**src/rtl/seg_scan_controller.sv**
```systemverilog
// seg_scan_controller
//   Two-digit 7-segment scan sequencer. Each frame is BLANK0, SHOW0, BLANK1,
//   SHOW1. Every slot lasts CLK_DIV cycles: BLANK_CYCLES dark cycles, then the
//   digit is shown. Digit updates arrive over a valid/ready handshake into a
//   one-entry pending buffer. That buffer is copied into the displayed
//   (shadow) registers only at the frame boundary, the last cycle of SHOW1.
//
// Ports
//   clock, reset        system clock, asynchronous active-high reset
//   upd_valid/upd_ready update handshake (ready = pending buffer empty)
//   digit0, digit1      hex codes for anode a0 / a1
//   dig_en              per-digit enable (0 keeps that anode dark)
//   a0, a1              anodes, active-low
//   cathode             segments {a..g}, active-low
//   frame_done          one-cycle pulse on the frame boundary cycle
module seg_scan_controller #(
    parameter int unsigned CLK_DIV      = 100000,
    parameter int unsigned BLANK_CYCLES = 1000
) (
    input  logic       clock,
    input  logic       reset,
    input  logic       upd_valid,
    output logic       upd_ready,
    input  logic [3:0] digit0,
    input  logic [3:0] digit1,
    input  logic [1:0] dig_en,
    output logic       a0,
    output logic       a1,
    output logic [6:0] cathode,
    output logic       frame_done
);

    localparam int unsigned CNT_W = (CLK_DIV > 1) ? $clog2(CLK_DIV) : 1;
    localparam logic [CNT_W-1:0] SLOT_LAST  = CNT_W'(CLK_DIV - 1);
    localparam logic [CNT_W-1:0] BLANK_LAST = CNT_W'(BLANK_CYCLES - 1);

    typedef enum logic [1:0] {BLANK0, SHOW0, BLANK1, SHOW1} state_t;

    state_t           state, state_nx;
    logic [CNT_W-1:0] cnt, cnt_nx;

    logic [3:0] pend_d0, pend_d1;
    logic [1:0] pend_en;
    logic [3:0] sh_d0, sh_d1;
    logic [1:0] sh_en;

    logic       a0_nx, a1_nx, fd_nx;
    logic [6:0] cath_nx;
    logic       boundary, take, apply;

    function automatic logic [6:0] seg_decode(input logic [3:0] h);
        logic [6:0] s;
        case (h)
            4'h0: s = 7'b0000001;
            4'h1: s = 7'b1001111;
            4'h2: s = 7'b0010010;
            4'h3: s = 7'b0000110;
            4'h4: s = 7'b1001100;
            4'h5: s = 7'b0100100;
            4'h6: s = 7'b0100000;
            4'h7: s = 7'b0001111;
            4'h8: s = 7'b0000000;
            4'h9: s = 7'b0000100;
            4'hA: s = 7'b0001000;
            4'hB: s = 7'b1100000;
            4'hC: s = 7'b0110001;
            4'hD: s = 7'b1000010;
            4'hE: s = 7'b0110000;
            default: s = 7'b0111000;
        endcase
        return s;
    endfunction

    always_comb begin
        state_nx = state;
        cnt_nx   = cnt + CNT_W'(1);
        case (state)
            BLANK0: if (cnt == BLANK_LAST) state_nx = SHOW0;
            SHOW0: if (cnt == SLOT_LAST) begin
                state_nx = BLANK1;
                cnt_nx   = '0;
            end
            BLANK1: if (cnt == BLANK_LAST) state_nx = SHOW1;
            SHOW1: if (cnt == SLOT_LAST) begin
                state_nx = BLANK0;
                cnt_nx   = '0;
            end
            default: begin
                state_nx = BLANK0;
                cnt_nx   = '0;
            end
        endcase

        boundary = (state == SHOW1) && (cnt == SLOT_LAST);
        // upd_ready doubles as the "pending buffer empty" flag.
        apply    = boundary && !upd_ready;
        take     = upd_valid && upd_ready;

        // Pin values are computed for the upcoming state and registered, so
        // they are valid in the first cycle of each state. The shadow registers
        // change only when the next state is BLANK0, where the pins are dark
        // anyway, so the current shadow values are enough here.
        a0_nx   = 1'b1;
        a1_nx   = 1'b1;
        cath_nx = '1;
        case (state_nx)
            SHOW0: if (sh_en[0]) begin
                a0_nx   = 1'b0;
                cath_nx = seg_decode(sh_d0);
            end
            SHOW1: if (sh_en[1]) begin
                a1_nx   = 1'b0;
                cath_nx = seg_decode(sh_d1);
            end
            default: ;
        endcase
        fd_nx = (state_nx == SHOW1) && (cnt_nx == SLOT_LAST);
    end

    always_ff @(posedge clock or posedge reset) begin
        if (reset) begin
            state <= BLANK0;
            cnt   <= '0;
        end else begin
            state <= state_nx;
            cnt   <= cnt_nx;
        end
    end

    always_ff @(posedge clock or posedge reset) begin
        if (reset) begin
            upd_ready <= 1'b1;
            pend_d0   <= '0;
            pend_d1   <= '0;
            pend_en   <= '0;
            sh_d0     <= '0;
            sh_d1     <= '0;
            sh_en     <= '0;
        end else begin
            if (apply) begin
                sh_d0     <= pend_d0;
                sh_d1     <= pend_d1;
                sh_en     <= pend_en;
                upd_ready <= 1'b1;
            end
            if (take) begin
                pend_d0   <= digit0;
                pend_d1   <= digit1;
                pend_en   <= dig_en;
                upd_ready <= 1'b0;
            end
        end
    end

    always_ff @(posedge clock or posedge reset) begin
        if (reset) begin
            a0         <= 1'b1;
            a1         <= 1'b1;
            cathode    <= '1;
            frame_done <= 1'b0;
        end else begin
            a0         <= a0_nx;
            a1         <= a1_nx;
            cathode    <= cath_nx;
            frame_done <= fd_nx;
        end
    end

endmodule
```
**config.mk**
```make
export PLATFORM = sky130hd
export DESIGN_NAME = seg_scan_controller
export DESIGN_NICKNAME = d
export VERILOG_FILES = /design/src/rtl/seg_scan_controller.sv
export SDC_FILE = /design/constraint.sdc
export NUM_CORES = 1
export LEC_CHECK = 0
export ABC_CLOCK_PERIOD_IN_PS = 2300
export BUFFER_PORTS_ARGS = -buffer_cell sky130_fd_sc_hd__buf_2
export CAP_MARGIN = 20
export CORE_UTILIZATION = 62
export CTS_BUF_LIST = sky130_fd_sc_hd__clkbuf_4 sky130_fd_sc_hd__clkbuf_8
export DETAILED_ROUTE_END_ITERATION = 16
export GPL_TIMING_DRIVEN = 0
export PLACE_DENSITY = 0.79
export SLEW_MARGIN = 40
export SYNTH_ARGS = -nofsm -noshare
export SYNTH_HDL_FRONTEND = slang
export SYNTH_SLANG_ARGS = --single-unit
export TNS_END_PERCENT = 30
```
**constraint.sdc**
```tcl
create_clock -name clock -period 2.3 [get_ports clock]
set_input_delay 0.46 -clock clock [delete_from_list [all_inputs] [get_ports clock]]
set_output_delay 0.46 -clock clock [all_outputs]
set_load 0.05 [all_outputs]
```
# Yosys cells after proc, flatten, opt, wreduce, memory -nomap -nowiden
# Memory sizes are Yosys's and may differ from the RTL's.
# Index checks and enable logic that the tools add are counted.
# Widths: inputs -> output; s select.
# totals
memories	2
ff_bits	50
romBits	224
output_inout_bits	11
# memory_table
memory	depth	width	read_ports	rd_ports_with_merged_regs	wr	line_no	source
(name not given)	16	7	1	0	0	53	case (h)
(name not given)	16	7	1	0	0	53	
# op_classes
n_reduce_logical	8
n_mux	16
n_eq_ne	8
addsub	1
# op_table
operator	count
$eq 17x17->1 const B	2
$mux 17	2
$add 17x1->17 const B	1
$eq 17x10->1 const B	1
$mux 7	2
$pmux 7 s2	1
$mux 2	4
$pmux 2 s4	1
$eq 2x2->1 const B	3
$mux 1	6
$eq 2x1->1 const B	2
$logic_and 1x1->1	4
$logic_not 2->1	1
$reduce_bool 2->1	1
$reduce_or 2->1	1
$logic_not 1->1	1

# Depth between registers and ports, before layout
# Gate-level depths: netlist of the first run.
# logic_depth
depth_word	5
ltp_mapped	7
mapped_depth_nobuf	7

# Least setup slack after synthesis of the first run
# No wires, ideal clock.
# synth_timing
path_type	register to register
startpoint	register cnt[12]
endpoint	register sh_d0[0]
stages_incl_launch_ff	7
setup_slack_ns	0.320
arrival_ns	1.855
cell_sequence	dfrtp_1 buf_6 or4_4 nor4_2 nand3_1 buf_4 mux2_4
# synth_between
elab_chain_cells	3
# synth_rtl
element	line_no	source
start, declared	40	logic [CNT_W-1:0] cnt, cnt_nx;
start signal, assigned	126	cnt <= cnt_nx;
$eq 17x17->1	94	boundary = (state == SHOW1) && (cnt == SLOT_LAST);
$logic_and 1x1->1	94	
$logic_and 1x1->1	96	apply = boundary && !upd_ready;
end signal, assigned	141	sh_d0 <= pend_d0;
end, declared	44	logic [3:0] sh_d0, sh_d1;
# No other way between the ends.
# A chain may end at the register's enable or synchronous reset.

# Final worst setup path of the first run
# layout_timing
startpoint	register cnt[0]
endpoint	register frame_done
# layout_between
elab_chain_cells	5
word_cells_on_any_way	13
classes_between	1 x add/sub; 4 x eq/ne; 7 x mux; 1 x reduce/logical
# layout_rtl
element	line_no	source
$add 17x1->17, or another cell as far along	76	cnt_nx = cnt + CNT_W'(1);
$mux 17, or another cell as far along	79, 84	
$mux 17 / $pmux 2 s4 (equally long branches)	--	
$eq 17x17->1 / $eq 2x2->1 (equally long branches)	117	fd_nx = (state_nx == SHOW1) && (cnt_nx == SLOT_LAST);
$logic_and 1x1->1 (*)	117	
named net fd_nx	47	logic a0_nx, a1_nx, fd_nx;
end signal, assigned	165	frame_done <= fd_nx;
end, declared	30	output logic frame_done
# The timed path passes the listed nets; every way through them passes the cells marked *.

==> results summary, run 1 <==
The run finished with clean final reports. The overall via count from detail_route is 1957. Of the total power, combinational logic draws 3.4%. After detailed placement, the total cell area comes to 0.00296 mm2. The power spent charging and discharging nets came out at 342 uW. The share of the clock period used by the worst path after layout is 93.3%. After detailed routing, the number of vias per cell comes to 5.84. Derived from the worst setup path, the maximum achievable clock frequency is 466 MHz. For this run, the slowest stage of the critical path takes 0.53 ns.

The starting density of the core is 66.5%. The placer's final routability congestion estimate is 0.834. Clock tree synthesis found a total of 50 sinks.

The number of placed instances, taps included is 324. Setup violations remaining at the end of the flow were counted as 0. The aggregate negative setup slack is 0 ns.

After synthesis, the cell types taking the most area are sky130_fd_sc_hd__dfrtp_1, sky130_fd_sc_hd__dfstp_2, sky130_fd_sc_hd__ha_1, sky130_fd_sc_hd__mux2_4, sky130_fd_sc_hd__mux2_2. Once detail routing completed, the nets flagged for antenna violations numbered 0. In this run, post-CTS hold repair placed 0 buffers. Counting flops with a built-in enable in the synthesized netlist gives 0. The first global-routing pass estimated 8560 um of wire.

The cell internal power dissipation is 1.15 mW. The post-layout instance area came out at 0.00308 mm2. The number of optimization iterations in the first detailed-route pass came out at 4. The total grt overflow came out at 0.

The critical path crosses 6 cells after its start point. In the final routed layout, each cell accounts on average for 15.2 um. The top-level I/O count is 24. In the synthesized netlist the dominant register cell turns out to be sky130_fd_sc_hd__dfrtp_1. Sequential cells account for 61.1% of the total power. On the critical path, the stage with the largest delay is an instance of sky130_fd_sc_hd__or4_1. Summing the sequential cell areas from Yosys gives 45.9% of the chip area. The gate family responsible for the most delay along the worst path is simple AND/OR/NAND/NOR gates. The proportion of synthesized flip-flops having asynchronous set or reset is 100%.

The share of the synthesized area in the top cell type is 36.3%. The number of pins exceeding their max-slew limit in the final report came out at 0. The total of max-cap violations is 0. The height of the chip came out at 68.7 um.

The most frequent cell after synthesis is sky130_fd_sc_hd__dfrtp_1. The library cell occupying the most area in the post-synthesis netlist is sky130_fd_sc_hd__dfrtp_1. The average instance in the mapped netlist occupies 11.0 um2. Between clock sinks in the finished design, the worst skew comes to 0.00884 ns. The number of buffer and inverter stages on the critical path is 0. Clock tree synthesis selected as its root buffer the cell sky130_fd_sc_hd__clkbuf_8. Clock-pin slew was measured on the worst setup and hold paths at 0.10 ns. The warning count from the yosys run is 0. The share of cells above drive strength 1 is 29.8%. Sorting the synthesized cells by how often they occur yields sky130_fd_sc_hd__dfrtp_1, sky130_fd_sc_hd__nor2_1, sky130_fd_sc_hd__nand2_1. The cell row count is 23. The maximum number of pins on one net before global-route repair came out at 41. Synthesis handed over a netlist of 250 instances. The overall die area is 0.00471 mm2.

The count of inserted antenna diode cells came out at 0. For this run, the post-layout net count is 310. The total leakage power came out at 1.29 nW. The arrival time of data at the critical path endpoint is 2.37 ns. The number of violations reported at the end of detailed-routing iteration 0 came out at 99. For this run, design rule violations remaining after detail routing come to 0. The detailed-route wire length is 5080 um. Summed over all nets, the half-perimeter wirelength after detailed placement is 3670 um. Measured against its own limit, the worst slew margin works out to 65.6%. Power spread over the standard cell area amounts to 483 mW/mm2. The count of different cell masters after synthesis is 45. The actual slew at the worst max-slew pin is 0.516 ns.

The worst hold path belongs to the class input port to async pin. The area growth from synthesis to final layout is 11.7%. STA classifies the critical path startpoint as a flip-flop.

The post-synthesis instance area came out at 0.00276 mm2. The fraction of power spent switching nets is 23.0%. The die boundary width came out at 68.7 um.

The TritonCTS clock tree is yes. At the worst endpoint, the required time is 2.52 ns. The part of the power in the clock network came out at 35.5%.

The count of placed standard cells in the final layout, fillers left out came out at 335. The count of input and output buffers is 23. The type of destination of the critical path is a flip-flop.

Global routing used 25.2% of the available tracks across all layers. The number of antenna violations at the first check in global routing is 0. Counting flops and latches in the post-synthesis netlist gives 50. IR analysis of the VDD net gives a maximum drop of 0.468 mV. Counting cells, the worst reg-to-reg path comes to 6. Clock tree synthesis inserted a total of 5 buffers. The insertion delay of the later-clocked pin in the worst-skew pair came out at 0.31 ns. After filler insertion, the fill cell instance count of the layout stands at 316.

The count of final hold-check violations came out at 0. The H-tree depth is 2. The number of buffers on the longest clock path came out at 2. The time the final worst path needs with I/O delays and setup came out at 2.15 ns.

The number of nets in the synthesized netlist is 276. Setup repair after global routing left no endpoint under its margin. The via count of the first global-routing pass is 1798. The total core area came out at 0.00414 mm2. Along the worst path, the maximum fanout reaches 6. By startpoint and endpoint, the worst setup path is classified as flip-flop to flip-flop. The critical path goes through ha_1 > nand2_1 > or4_1 > a21oi_1 > o211ai_2 > nor4b_2.
==> metrics by stage <==
step	setup slack, ns	hold slack (ns)	utilization (%)	power, mW
after floorplan	0.320	0.474	-	0.954
after global placement	0.0939	0.483	70.8	0.970
after detailed placement	0.0881	0.370	71.3	0.978
after CTS	0.0726	0.0269	73.6	1.50
after global routing	0.0409	0.0378	74.3	1.55
final	0.153	0.0269	74.3	1.49
==> metal layers <==
| layer | vias up | part of all wire, % | GRT usage, % |
|---|---|---|---|
| met5 | - | 0 | 0 |
| met3 | 10 | 3.7 | 5.92 |
| li1 | 960 | - | - |
| met4 | 0 | 1.7 | 8.33 |
| met1 | 933 | 51 | 36.6 |
| met2 | 54 | 44 | 37.0 |
==> layout by cell type (no fill, tap or decap), drive strengths merged, types with 2 or more instances in the layout <==
cell and count:
nor2 17, nor2b 5, dfrtp 40, or4b 2
nand4b 2, inv 13, mux2i 8, o41ai 2
nand3 12, buf 36, nor3 5, nand3b 2
mux2 21, nand4 7, or4 3, xnor2 10
nand2 15, dfstp 10, xor2 7, o211ai 5
ha 13, o2111ai 6, nand2b 4, or3 3
a31oi 2, clkbuf 9, nor4 5, o21ai 11
==> what timing repair did <==
action                                  CTS  global route
endpoints found under the setup margin    0             1
setup buffers                             0             3
gates resized for setup                   0             1
==> flip-flops by register name, indices dropped and copies added, names as in the netlist, 2 cells and up <==
| register | flops |
|---|---|
| pend_d0 | 4 |
| state | 2 |
| pend_d1 | 4 |
| sh_d0 | 4 |
| sh_d1 | 4 |
| pend_en | 2 |
| cnt | 17 |
| cathode | 7 |
| sh_en | 2 |
==> area by class of cell <==
type / instances / area [um2] / share of cell area (%)
Buffer: 13 / 67.6 / 2.20
Tap cell: 50 / 62.6 / 2.03
Inverter: 12 / 47.5 / 1.54
Sequential cell: 50 / 1260 / 41.1
Timing Repair Buffer: 27 / 158 / 5.12
Clock buffer: 5 / 68.8 / 2.24
Multi-Input combinational cell: 175 / 1390 / 45.0
Clock inverter: 3 / 25.0 / 0.813
==> power by group through the flow <==
stage          Clock [mW]  Combinational (mW)  Sequential (mW)
2_1_floorplan           0              0.0310            0.923
3_3_place_gp            0              0.0448            0.925
3_5_place_dp            0              0.0519            0.926
4_1_cts             0.538              0.0519            0.909
5_1_grt             0.583              0.0577            0.912
6_report            0.528              0.0499            0.909
==> worst register-to-register path, stage by stage (launching register included) <==
cell and delay [ns]:
sky130_fd_sc_hd__dfrtp_1 0.47, sky130_fd_sc_hd__ha_1 0.33, sky130_fd_sc_hd__nand2_1 0.16, sky130_fd_sc_hd__or4_1 0.53, sky130_fd_sc_hd__a21oi_1 0.17, sky130_fd_sc_hd__o211ai_2 0.12, sky130_fd_sc_hd__nor4b_2 0.28
==> cells by family after synthesis <==
kind of cell	Yosys count	synth area share [%]
flip-flops	50	45.9
multiplexers	30	13.5
XOR/XNOR	17	5.40
buffers and inverters	25	4.09
adder cells (fa/ha/maj)	13	5.90
AND/OR/NAND/NOR	85	17.2
AO/OA/AOI/OAI	30	8.04
==> path summary, 6_finish.rpt <==
check	from	to	slack (ns)
worst min-delay path	reset	pend_d1[0]$_DFFE_PP0P_	0.03
max in group asynchronous	reset	cathode[4]$_DFF_PP1_	1.78
worst min register to register	pend_d0[3]$_DFFE_PP0P_	sh_d0[3]$_DFFE_PP0P_	0.49
worst max register to register	cnt[0]$_DFF_PP0_	frame_done$_DFF_PP0_	0.15
worst max-delay path	cnt[0]$_DFF_PP0_	frame_done$_DFF_PP0_	0.15
min in group clock	upd_valid	upd_ready$_DFFE_PP1P_	0.30
(Power assumes the default switching activity.)
==> run 2, diff against run 1 <==
--- a/config.mk
+++ b/config.mk
@@ -5,13 +5,15 @@
 export SDC_FILE = /design/constraint.sdc
 export NUM_CORES = 1
 export LEC_CHECK = 0
-export ABC_CLOCK_PERIOD_IN_PS = 2300
+export ABC_CLOCK_PERIOD_IN_PS = 2450
 export BUFFER_PORTS_ARGS = -buffer_cell sky130_fd_sc_hd__buf_2
 export CAP_MARGIN = 20
 export CORE_UTILIZATION = 62
 export CTS_BUF_LIST = sky130_fd_sc_hd__clkbuf_4 sky130_fd_sc_hd__clkbuf_8
+export CTS_CLUSTER_SIZE = 25
 export DETAILED_ROUTE_END_ITERATION = 16
 export GPL_TIMING_DRIVEN = 0
+export HOLD_SLACK_MARGIN = 0.05
 export PLACE_DENSITY = 0.79
 export SLEW_MARGIN = 40
 export SYNTH_ARGS = -nofsm -noshare
==> constraint.sdc (replaced) <==
create_clock -name clock -period 2.45 [get_ports clock]
set_input_delay 0.49 -clock clock [delete_from_list [all_inputs] [get_ports clock]]
set_output_delay 0.49 -clock clock [all_outputs]
set_load 0.05 [all_outputs]
==> run 2 against run 1 <==
Effect of this change: total power fell by 6.1%; clock-buffer cell count did not move; fmax fell by 4.1%; final cell count fell by 0.90%; utilization fell by 0.69 points; clock skew barely moved; sequential power fell by 6.2%; worst setup slack improved by 0.057 ns; routed wire length fell by 0.71%; global-route usage did not move; critical path depth fell by 1; cell area fell by 0.94%.
==> results summary, run 2 (synthesis results as in run 1) <==
The internal power of the cells totals 1.08 mW. The total of max-cap violations came out at 0. TritonCTS built the clock tree. The number of failing setup endpoints in the final timing report is 0. The number of buffers added to fix hold violations after cts is 0. The top cell types in the final layout, fill and taps aside, are sky130_fd_sc_hd__dfrtp_1, sky130_fd_sc_hd__buf_2, sky130_fd_sc_hd__nor2_1, sky130_fd_sc_hd__nand2_1, sky130_fd_sc_hd__ha_1. The total chip power is 1.40 mW. The endpoint identified for the worst register-to-register timing path is frame_done$_DFF_PP0_.

The net count of the finished layout is 307. The overall die area is 0.00471 mm2. The die boundary width is 68.7 um. Setup repair after global routing left no endpoint under its margin. The fraction of power consumed by combinational cells came out at 3.4%. The most common cell after layout, fill and taps aside is sky130_fd_sc_hd__dfrtp_1. The path type of the worst min-delay path is input port to async pin.

The part of the power in the clock network is 35.6%. The power spent charging and discharging nets is 322 uW. The met2 track utilization from global routing came out at 37.0%. The worst setup path is of the flip-flop to flip-flop kind. The number of violations reported at the end of detailed-routing iteration 0 is 121. The floorplan has 23 rows. The total power divided by cell area came out at 458 mW/mm2. The worst setup path is launched from a flip-flop. The total grt overflow came out at 0. The sequential share of power is 61.1%. From bottom edge to top edge, the die measures 68.7 um. The number of pins exceeding their max-slew limit in the final report is 0. On the critical path the largest part of the delay comes from simple AND/OR/NAND/NOR gates. The delay of the slowest cell on the worst path came out at 0.55 ns. The number of buffers on the longest clock path came out at 2. The area growth from synthesis to final layout came out at 10.7%. Global routing consumed, on the met3 layer, 5.92% of the routing resources.

The total leakage power is 1.28 nW. The share of the clock period used by the worst path after layout came out at 91.4%. The initial utilization of the core area, before any placement, comes to 66.5%. The final routed wire length divided by cell count came out at 15.2 um. The overall via count from detail_route came out at 1943.

The wire length of the first global-routing pass is 8560 um. The clock sink total came out at 50. Data on the critical path is required at its endpoint by 2.67 ns. The number of antenna violations at the first check in global routing came to 0. The actual slew at the worst max-slew pin came out at 0.678 ns. Timing would allow up to 446 MHz.

The via count of the first global-routing pass came out at 1798. The worst setup slack after layout came out at 0.210 ns. Together, buffers and inverters on the worst path number 0. 0 antenna diodes ended up in the layout. The area of placed instances is 0.00296 mm2.

Counting the buffers created by CTS gives 5. The largest fanout on the critical path came out at 7. cnt holds more flip-flops than any other register. The first TritonRoute pass finished after 4 iterations. The register with the most flip-flops in the layout has 17 of them. STA puts the critical path data arrival time at 2.46 ns. Counting cells, the worst reg-to-reg path comes to 5. The count of input and output buffers is 23.

The tightest slew margin relative to the limit came out at 54.4%. In the final timing run, aggregate negative setup slack is 0 ns. The flow ran to the end, and the final reports show no timing, DRC or antenna violations. The worst vdd rail ir drop came out at 0.440 mV. The overall fraction of global-route tracks in use is 25.2%.

The share of cells above drive strength 1 is 28.7%. The buffer type at the clock tree root is sky130_fd_sc_hd__clkbuf_8. In the final layout, the registers with the most flip-flops are cnt x17, cathode x7.

The slowest stage of the critical path belongs to the cell sky130_fd_sc_hd__or4b_1. The H-tree was split into 2 levels. The final setup skew came out at 0.00852 ns. Once the clock tree was built, the resizer swapped 0 gates to a different size.

The most heavily used metal layer in global routing is met2. The post-layout instance area is 0.00305 mm2. The detailed-route wire length came out at 5050 um. The launch instance of the worst register-to-register path is cnt[6]$_DFF_PP0_. Once detail routing completed, the nets flagged for antenna violations numbered 0. The global-route track usage on met1 came out at 36.6%. Clock-pin slew was measured on the worst setup and hold paths at 0.10 ns. The maximum number of pins on one net before global-route repair came out at 41. At the later pin of the worst-skew pair, clock insertion delay measures 0.31 ns. The count of fill cells added during filler insertion came out at 319. The count of final hold-check violations came out at 0. The top-level I/O count came out at 24. The register-to-register path setup slack is 0.21 ns. The minimum setup slack after placement came out at 0.238 ns. The fraction of power spent switching nets came out at 23.0%. The total core area came out at 0.00414 mm2.

The placer's final routability congestion estimate is 0.834. The via count normalized by instance count came out at 5.85. After clock tree synthesis, the setup repair step added 0 buffers. The remaining design rule violation count is 0.

The type of destination of the critical path is a flip-flop. The placed wire-length estimate after detailed placement is 3670 um. The worst hold slack is 0.0561 ns. The time the final worst path needs with I/O delays and setup came out at 2.24 ns.

Walking the worst path, the cells encountered are nand4_1 > nor4_1 > xor2_1 > or4b_1 > nor4b_2.
## run 2: final cells by class
type / instances / area, um2 / share of cell area, %
inverters: 12 / 47.5 / 1.56
flip-flops and latches: 50 / 1260 / 41.4
clock inverters: 3 / 25.0 / 0.821
clock buffers: 5 / 68.8 / 2.26
well taps: 50 / 62.6 / 2.05
multi-input cells: 175 / 1380 / 45.2
plain buffers: 13 / 67.6 / 2.22
repair buffers: 24 / 135 / 4.43
## run 2: worst max path at each step
stage                            from              endpoint  slack (ns)  cells after the start
floorplan           cnt[12]$_DFF_PP0_  sh_d0[0]$_DFFE_PP0P_        0.47                      6
global placement                reset  sh_d1[3]$_DFFE_PP0P_        0.21                      2
detailed placement   cnt[6]$_DFF_PP0_  frame_done$_DFF_PP0_        0.24                      5
CTS                  cnt[6]$_DFF_PP0_  frame_done$_DFF_PP0_        0.22                      5
global route         cnt[0]$_DFF_PP0_  frame_done$_DFF_PP0_       0.008                      5
finish               cnt[6]$_DFF_PP0_  frame_done$_DFF_PP0_        0.21                      5
## run 2: power by group through the flow
stage	combinational [mW]	clock, mW	sequential [mW]
finish	0.0469	0.497	0.853
global route	0.0542	0.548	0.856
CTS	0.0487	0.505	0.853
detailed placement	0.0487	0	0.869
global placement	0.0420	0	0.868
floorplan	0.0291	0	0.867
## run 2: routing by layer
layer  up-vias  routed length [um]
li1        958                   -
met1       927                2610
met2        48                2180
met3        10                 169
met4         0                  87
met5         -                   0
## run 2: metrics by stage
step	utilization, %	cells
2_1_floorplan	-	250
3_3_place_gp	70.8	323
3_5_place_dp	71.3	324
4_1_cts	73.6	332
5_1_grt	73.6	332
6_report	73.6	332
==> run 3, diff against run 2 <==
--- a/config.mk
+++ b/config.mk
@@ -14,6 +14,7 @@
 export DETAILED_ROUTE_END_ITERATION = 16
 export GPL_TIMING_DRIVEN = 0
 export HOLD_SLACK_MARGIN = 0.05
+export MAX_ROUTING_LAYER = met4
 export PLACE_DENSITY = 0.79
 export SLEW_MARGIN = 40
 export SYNTH_ARGS = -nofsm -noshare
==> run 3 against run 2 <==
Effect of this change: first-iteration DRC count down 9.9%; via count about the same; critical path type unchanged; sequential power about the same.
==> results summary, run 3 (synthesis results as in run 1) <==
The flow ran to the end, and the final reports show no timing, DRC or antenna violations. The top-level I/O count is 24. The number of pins exceeding their max-slew limit in the final report came out at 0. The overall die area is 0.00471 mm2. In the final timing run, aggregate negative setup slack is 0 ns. The placed wire-length estimate after detailed placement is 3670 um. The data required time of the worst path came out at 2.67 ns. The wire length of the first global-routing pass came out at 8580 um.

The count of input and output buffers is 23. The end of the worst register-to-register path is frame_done$_DFF_PP0_. The number of CTS-inserted buffers came out at 5. The final setup skew came out at 0.00996 ns. The launch instance of the worst register-to-register path is cnt[6]$_DFF_PP0_.

Clock latency on the worst-skew pair, taken at its later pin, is 0.31 ns. The number of buffers on the longest clock path came out at 2. Summed over all cells, the static leakage comes to 1.28 nW. In this run the worst path has a maximum fanout of 7. At the pin with the least slew margin, the transition time is 0.678 ns. The total of cells resized after clock tree synthesis came out at 0. The register-to-register path setup slack is 0.21 ns.

The total of max-cap violations is 0. The type of destination of the critical path is a flip-flop. The tightest slew margin relative to the limit is 54.4%. The via count of the first global-routing pass came out at 1791. The highest clock rate is 446 MHz. The number of antenna violations at the first check in global routing is 0.

Leaving out fill and tap cells, the most frequent cell in the layout is sky130_fd_sc_hd__dfrtp_1. The number of placed instances, taps included is 324. The total core area came out at 0.00414 mm2.

The share of cells above drive strength 1 is 28.7%. The total grt overflow is 0. After detailed routing, the average wire length per cell comes to 15.2 um. The floorplan step set the die height to 68.7 um. The floorplan has 23 rows. The share of the clock period used by the worst path after layout came out at 91.6%. The number of failing setup endpoints in the final timing report came out at 0. The startpoint class of the critical path is a flip-flop. The largest registers in the layout are cnt x17, cathode x7. Power spread over the standard cell area amounts to 457 mW/mm2. Counting I/O delays and the setup requirement, the final critical path takes 2.24 ns. The area growth from synthesis to final layout came out at 10.7%. The number of violations reported at the end of detailed-routing iteration 0 came out at 109. Across the VDD grid, the largest voltage drop is 0.439 mV. After detailed routing, the number of vias per cell comes to 5.85. The path class of the tightest hold or removal check is input port to async pin. The routed layout has 1942 vias. Once layout is done, the placed cells without fillers occupy 0.00305 mm2. The placer's final routability congestion estimate is 0.847. The tree built by TritonCTS fans out to 50 sinks. In the layout the commonest cells are sky130_fd_sc_hd__dfrtp_1, sky130_fd_sc_hd__buf_2, sky130_fd_sc_hd__nor2_1, sky130_fd_sc_hd__nand2_1, sky130_fd_sc_hd__ha_1.

The flip-flop count of the largest register after layout is 17. For this run, the detailed router's first-pass iteration total came to 4. The die boundary width came out at 68.7 um.

TritonCTS built the clock tree. Clock-pin slew was measured on the worst setup and hold paths at 0.09 ns. The count of inserted antenna diode cells came out at 0.

The length in cells of the worst reg-to-reg path came out at 5. The critical path in this run is classified as flip-flop to flip-flop. The H-tree depth is 2. The overall fraction of global-route tracks in use came out at 26.0%. The starting density of the core is 66.5%. The endpoint of the worst setup timing path is frame_done$_DFF_PP0_. The finished layout holds 332 standard cells, fillers aside. The number of nets in the layout is 307. The maximum number of pins on one net before global-route repair came out at 41.

Setup repair after global routing left no endpoint under its margin. The count of final hold-check violations is 0. In this run the cell area measured after placement is 0.00296 mm2. Tracing the worst setup path back leads to its startpoint at cnt[6]$_DFF_PP0_. The tree is rooted in a sky130_fd_sc_hd__clkbuf_8. The total chip power is 1.39 mW. Ranked by flip-flop count, first place goes to cnt. The arrival time of data at the critical path endpoint is 2.47 ns.

Once detail routing completed, the nets flagged for antenna violations numbered 0. Summed over all layers, the routed wires come to 5060 um. The number of buffers inserted to repair setup after CTS is 0. The remaining design rule violation count is 0.

The number of buffers added to fix hold violations after cts came out at 0.
## run 3: worst max-delay path: stages, from the launching register on
cell	delay [ns]
sky130_fd_sc_hd__dfrtp_1	0.46
sky130_fd_sc_hd__nand4_1	0.36
sky130_fd_sc_hd__nor4_1	0.44
sky130_fd_sc_hd__xor2_1	0.12
sky130_fd_sc_hd__or4b_1	0.55
sky130_fd_sc_hd__nor4b_2	0.23
## run 3: layout make-up
class / count / area [um2]
sequential: 50 / 1260
clock buffer: 5 / 68.8
buffer: 13 / 67.6
multi-input combinational: 175 / 1380
timing repair buffer: 24 / 135
fill: 319 / 1090
inverter: 12 / 47.5
clock inverter: 3 / 25.0
tap: 50 / 62.6
## run 3: power breakdown
group          internal (mW)  switching (mW)  leakage, nW
Clock                  0.206           0.288       0.0447
Combinational         0.0245          0.0225        0.603
Sequential             0.845         0.00892        0.634
## run 3: metrics by stage
stage               setup WS [ns]  utilization [%]  hold slack [ns]
detailed placement          0.238             71.3            0.400
floorplan                   0.470                -            0.474
CTS                         0.223             73.6           0.0569
finish                      0.206             73.6           0.0570
global route              0.00837             73.6           0.0678
global placement            0.214             70.8            0.483
## run 3: how the worst min path moves through the flow
stage,start,endpoint,slack (ns),cells after the start
floorplan,sh_en[0]$_DFFE_PP0P_,a0$_DFF_PP1_,0.47,1
CTS,reset,pend_d0[0]$_DFFE_PP0P_,0.06,2
detailed placement,reset,cnt[8]$_DFF_PP0_,0.40,2
finish,reset,pend_d1[0]$_DFFE_PP0P_,0.06,2
global placement,pend_d1[2]$_DFFE_PP0P_,sh_d1[2]$_DFFE_PP0P_,0.48,1
global route,reset,pend_d0[0]$_DFFE_PP0P_,0.07,2
## run 3: per-layer routing
layer  share of wire [%]  vias up  track usage [%]
li1                    -      953                -
met1                  52      928             36.6
met2                  43       51             37.0
met3                 3.6       10             5.92
met4                 1.7        0             8.33
met5                   0        -                -
